==> src/rtl/orion_types.sv <==
// Shared types for the Orion core pipeline: stage-boundary structs, load/store
// funct3 codes and the memory-stage FSM state.
package orion_types;

  localparam int XLEN = 32;

  localparam logic [2:0] FUNCT3_LS_B  = 3'b000;
  localparam logic [2:0] FUNCT3_LS_H  = 3'b001;
  localparam logic [2:0] FUNCT3_LS_W  = 3'b010;
  localparam logic [2:0] FUNCT3_LS_BU = 3'b100;
  localparam logic [2:0] FUNCT3_LS_HU = 3'b101;

  typedef struct packed {
    logic [XLEN-1:0] pc;
    logic [31:0]     insn;
    logic            rd_we;
    logic [XLEN-1:0] rd_v;
  } debug_t;

  typedef struct packed {
    logic            valid;
    logic [4:0]      rd_s;
    logic            rd_we;
    logic [XLEN-1:0] rd_v;
    logic [2:0]      ld_str_type;
    logic            is_load;
    logic            is_store;
    debug_t          debug;
  } ex_mem_t;

  typedef struct packed {
    logic            valid;
    logic [4:0]      rd_s;
    logic            rd_we;
    logic [XLEN-1:0] rd_v;
    debug_t          debug;
  } mem_wb_t;

  typedef struct packed {
    logic            valid;
    logic            rd_we;
    logic [4:0]      rd_s;
    logic [XLEN-1:0] rd_v;
    logic            busy;
  } mem_id_t;

  typedef enum logic {
    MEM_RUN  = 1'b0,
    MEM_WAIT = 1'b1
  } mem_state_e;

endpackage

==> src/rtl/memory_load_align.sv <==
// Extracts the addressed byte/halfword from an aligned read word and
// sign- or zero-extends it according to the load type.
module load_align
  import orion_types::*;
(
  input  logic [XLEN-1:0] rdata,
  input  logic [1:0]      off,
  input  logic [2:0]      ld_str_type,
  output logic [XLEN-1:0] data
);

  logic [7:0]  byte_v;
  logic [15:0] half_v;

  assign byte_v = 8'(rdata >> {off, 3'b000});
  assign half_v = 16'(rdata >> {off[1], 4'b0000});

  // NOTE: every output of an always_comb gets a value on every path (here via
  // the default arm); a missing assignment would infer a latch.
  always_comb begin
    case (ld_str_type)
      FUNCT3_LS_B:  data = {{(XLEN-8){byte_v[7]}}, byte_v};
      FUNCT3_LS_BU: data = {{(XLEN-8){1'b0}}, byte_v};
      FUNCT3_LS_H:  data = {{(XLEN-16){half_v[15]}}, half_v};
      FUNCT3_LS_HU: data = {{(XLEN-16){1'b0}}, half_v};
      FUNCT3_LS_W:  data = rdata;
      default:      data = 'x;
    endcase
  end

endmodule

==> src/rtl/memory.sv <==
// Memory stage: holds the EX/MEM register, stalls the front of the pipe while
// a load/store awaits its single dmem response, and aligns load data.
module memory
  import orion_types::*;
#(
  parameter int STALL_CNT_W = 32
) (
  input  logic                   clk_i,
  input  logic                   rst_i,
  input  ex_mem_t                ex_mem_i,
  input  logic                   dmem_rvalid_i,
  input  logic [XLEN-1:0]        dmem_rdata_i,
  output logic                   stall_o,
  output mem_wb_t                mem_wb_o,
  output mem_id_t                mem_id_o,
  output logic [STALL_CNT_W-1:0] stall_cycles_o,
  output logic                   resp_err_o
);

  logic       valid_q;
  ex_mem_t    pay_q;
  ex_mem_t    r;
  mem_state_e state_q, state_d;
  logic       mem_op;
  logic [XLEN-1:0] load_data;
  logic [XLEN-1:0] rd_v_final;
  logic            rd_we_final;

  // NOTE: sequential state uses non-blocking (<=) so every register samples
  // pre-edge values regardless of block ordering.
  always_ff @(posedge clk_i or negedge rst_i) begin
    if (!rst_i)        valid_q <= 1'b0;
    else if (!stall_o) valid_q <= ex_mem_i.valid;
  end

  // NOTE: the payload is qualified by valid_q, so it is deliberately left
  // without a reset; only control state needs a known value out of reset.
  always_ff @(posedge clk_i) begin
    if (!stall_o) pay_q <= ex_mem_i;
  end

  always_comb begin
    r       = pay_q;
    r.valid = valid_q;
  end

  assign mem_op  = r.valid && (r.is_load || r.is_store);
  // A response arriving in the same cycle as the op releases it immediately.
  assign stall_o = mem_op && !dmem_rvalid_i;

  always_ff @(posedge clk_i or negedge rst_i) begin
    if (!rst_i) state_q <= MEM_RUN;
    else        state_q <= state_d;
  end

  always_comb begin
    state_d = state_q;
    case (state_q)
      MEM_RUN:  if (mem_op && !dmem_rvalid_i) state_d = MEM_WAIT;
      MEM_WAIT: if (dmem_rvalid_i)            state_d = MEM_RUN;
      default:  state_d = MEM_RUN;
    endcase
  end

  always_ff @(posedge clk_i or negedge rst_i) begin
    if (!rst_i) begin
      stall_cycles_o <= '0;
      resp_err_o     <= 1'b0;
    end else begin
      if (stall_o)                  stall_cycles_o <= stall_cycles_o + 1'b1;
      if (dmem_rvalid_i && !mem_op) resp_err_o     <= 1'b1;
    end
  end

  load_align u_load_align (
    .rdata       (dmem_rdata_i),
    .off         (r.rd_v[1:0]),
    .ld_str_type (r.ld_str_type),
    .data        (load_data)
  );

  assign rd_we_final = r.rd_we && !r.is_store;
  assign rd_v_final  = r.is_load ? load_data : r.rd_v;

  always_comb begin
    mem_wb_o             = '0;
    mem_wb_o.valid       = r.valid && !stall_o;
    mem_wb_o.rd_s        = r.rd_s;
    mem_wb_o.rd_we       = rd_we_final;
    mem_wb_o.rd_v        = rd_v_final;
    mem_wb_o.debug       = r.debug;
    mem_wb_o.debug.rd_we = rd_we_final;
    mem_wb_o.debug.rd_v  = rd_v_final;
  end

  always_comb begin
    mem_id_o       = '0;
    mem_id_o.valid = mem_wb_o.valid;
    mem_id_o.rd_we = rd_we_final;
    mem_id_o.rd_s  = r.rd_s;
    mem_id_o.rd_v  = rd_v_final;
    mem_id_o.busy  = stall_o;
  end

endmodule

==> config.mk <==
export PLATFORM = sky130hd
export DESIGN_NAME = memory
export DESIGN_NICKNAME = d
export VERILOG_FILES = /design/src/rtl/orion_types.sv /design/src/rtl/memory_load_align.sv /design/src/rtl/memory.sv
export SDC_FILE = /design/constraint.sdc
export NUM_CORES = 1
export LEC_CHECK = 0
export ABC_AREA = 1
export CAP_MARGIN = 5
export CORE_AREA = 5 5 145 147
export CTS_CLUSTER_DIAMETER = 60
export DETAILED_ROUTE_END_ITERATION = 16
export DIE_AREA = 0 0 150 152
export GPL_TIMING_DRIVEN = 0
export PLACE_DENSITY = 0.83
export SLEW_MARGIN = 20
export SYNTH_ARGS = -nofsm -noshare
export SYNTH_HDL_FRONTEND = slang
export SYNTH_HIERARCHICAL = 1
export SYNTH_SLANG_ARGS = --single-unit
==> constraint.sdc <==
create_clock -name clk_i -period 5.3 [get_ports clk_i]
set_input_delay 0.795 -clock clk_i [delete_from_list [all_inputs] [get_ports clk_i]]
set_output_delay 0.795 -clock clk_i [all_outputs]
set_load 0.02 [all_outputs]
==> run summary <==
Status: finished clean
Clock sink count: 141
Cell area after synthesis: 0.00748 mm²
Slew margin rel.: 29.2%
Worst-skew pair later-pin latency: 0.41 ns
Area of the multi-input gates: 0.00202 mm²
Critical path class: in2out
DRT Pass-1 Iters: 5
Post-Route Utilization: 60.4%
Clock Path Buffers: 2
Starting density of the core: 37.8%
Via count: 6,443
Fin cells: 1,446
Clock Root Buffer: clkbuf_16
Post-synth cell types: 33
Post-route DRC: 0
Power Dens Cells: 305 mW/mm²
Reg2reg path depth: 7
CTS resizes: 0
Hold_buf cts: 0
RSZ-0062 raised after global routing: false
Postcts setup bufs: 0
Vias per cell: 4.46
Worst Path Required: 4.51 ns
Initial antenna violation count: 1
Detailed Route Iter0 Violations: 404
Crit path DAT: 2.97 ns
CTS tree: done
Sequential-to-total area share from yosys stat: 54.3%
Number of CTS-inserted buffers: 17
Top FF cell, synth: edfxtp_1
Max Freq: 0.266 GHz
P_leak: 5.25 nW
Top Ports: 386
Place WS: 1.55 ns
Synth Net Count: 968
Top post-synthesis cells by area: edfxtp_1, buf_4, nand2_1, dfrtp_1, nand3_1
FFs w/ async S/R, synth: 24.1%
Met2 WL: 11.8 mm
Reg area: 0.00406 mm²
EDFF count, synth: 107
Worst vdd ir: 0.180 mV
RR Startpoint: pay_q[98]$_DFFE_PN_
Gpl congestion: 0.925
Die extent in y: 152 µm
Mapped Cells: 791
Worst-margin pin slew: 1.06 ns
Setup ws final: 1.53 ns
R2r endpoint: stall_cycles_o[11]$_DFFE_PN0P_
# port buffers: 352
R2R Setup Slk: 3.05 ns
Global route overflow: 0
Final Skew: 0.0151 ns
Routed wire length: 22.9 mm
Wire length on met3: 2.09 mm
Post-synth top area cell: edfxtp_1
CTS clock-pin slew for the worst setup and hold paths: 0.07 ns
Global-route wire length before repair: 34.9 mm
H-Tree Depth: 4
Nets: 1,340
Detailed placement HPWL: 18.2 mm
Final hold violations: 0
Layout cells sized above 1: 19.0%
CP Launch Type: input pin
Final Max Tran Viols: 0
Fin Setup TNS: 0 ns
Wl on met1: 8.46 mm
Top cell type's share of synthesized area: 43.0%
CP Capture Type: output pin
Layout fillers: 1,703
Seq cells post-synth: 141
Post-route minimum period: 3.77 ns
Worst min path class: in2async
Ys Warns: 6
Pin count of the biggest net entering global routing: 117
All-layer global routing usage: 19.7%
Layout area overhead: 59.6%
Setup violators final: 0
Mapped Avg Cell Area: 9.45 µm²
Core Rows: 52
Die Wd: 150 µm
Crit-path max FO: 10
Post-DRT Antenna Nets: 0
Maxcap violations: 0
Vias in the first global route: 6,605
Core Region: 0.0198 mm²
Final cycle utilization of the critical path: 71.1%
Inserted Diodes: 0
Highest metal used: met5
WL/cell: 15.9 µm
Die area: 0.0228 mm²
Placed Cells: 1,414
[cell usage after synthesis (3+ instances only)]
cell	count
edfxtp_1	107
nand4_1	10
inv_2	6
nand3_2	12
nor2_2	3
nand3_1	45
buf_6	3
nand2_2	3
dfrtp_1	34
xnor2_1	8
buf_2	4
nor3_2	4
clkbuf_1	6
nand2_1	277
xor2_1	11
o21ai_0	3
nor3_1	3
inv_1	45
buf_4	145
nor2_1	45
[flip-flops by register name, summed over array words and instances (netlist names)]
name            cells
stall_cycles_o     32
resp_err_o          1
mem_wb_o           64
valid_q             1
mem_id_o            5
pay_q              38
[final cells by class]
type | count | share of cell area [%]
well taps | 270 | 2.83
clock inverters | 14 | 1.22
inverters | 52 | 1.66
clock buffers | 18 | 3.68
plain buffers | 160 | 10.1
flip-flops and latches | 141 | 34.0
repair buffers | 353 | 29.6
multi-input cells | 438 | 16.9
[per-layer routing]
metal | global-route usage (%) | vias to the layer above
li1 | - | 3141
met2 | 34.9 | 288
met3 | 6.43 | 44
met1 | 22.3 | 2968
met4 | 6.41 | 2
met5 | 0 | -
[how the worst max path moves through the flow]
stage,from,to,depth (start not counted)
after floorplan,dmem_rdata_i[23],mem_wb_o[105],10
after global placement,dmem_rdata_i[15],mem_wb_o[114],12
after detailed placement,dmem_rdata_i[15],mem_wb_o[17],12
after CTS,dmem_rdata_i[15],mem_wb_o[17],12
after global routing,dmem_rdata_i[23],mem_wb_o[12],12
final,dmem_rdata_i[23],mem_wb_o[13],12
[placed cells by master (no fill, tap or decap), types with 3 or more instances in the layout]
master           instances
inv_6                    3
nor3_1                   3
nor2_2                   3
clkinv_4                 4
nand3_1                 45
inv_8                    6
clkdlybuf4s50_1        351
inv_2                    6
clkbuf_1                 6
buf_2                    5
dfrtp_1                 34
nand2_2                  3
clkbuf_16               17
buf_6                    3
xnor2_1                  8
xor2_1                  11
inv_1                   45
o21ai_0                  3
nand3_2                 12
buf_4                  145
nand4_1                 10
edfxtp_1               107
nor2_1                  45
nand2_1                277
nor3_2                   4
[critical path: stages]
cell and delay (ns):
clkdlybuf4s50_1 0.52, inv_1 0.07, nand2_1 0.08, nand3_1 0.06, nand2_1 0.11, nand2_4 0.10
buf_12 0.17, nand3_2 0.05, nand2_1 0.07, nand2_1 0.20, buf_4 0.14, clkdlybuf4s50_1 0.60
[cell families after synthesis]
family | share of synthesized area [%]
fa+ha+maj | 0.167
flops | 54.3
xor+xnor | 2.23
compound gates | 0.585
simple gates | 24.0
buf+inv | 18.7
[report_power, final]
part | total, W | internal, W | switching, W | leakage [nW]
registers | 0.00134 | 0.00129 | 0.0000468 | 1.55
logic | 0.00114 | 0.000591 | 0.000544 | 3.41
clock network | 0.00117 | 0.000642 | 0.000526 | 0.290
total | 0.00364 | 0.00252 | 0.00112 | 5.25
[per-stage QoR]
| stage | hold slack, ns | total power (W) | instance area [µm²] |
|---|---|---|---|
| 2_1_floorplan | 0.499 | 0.00195 | 7480 |
| 3_3_place_gp | 0.457 | 0.00248 | 11300 |
| 3_5_place_dp | 0.459 | 0.00250 | 11400 |
| 4_1_cts | 0.189 | 0.00369 | 11900 |
| 5_1_grt | 0.180 | 0.00380 | 11900 |
| 6_report | 0.206 | 0.00364 | 11900 |
(Power assumes the default switching activity.)
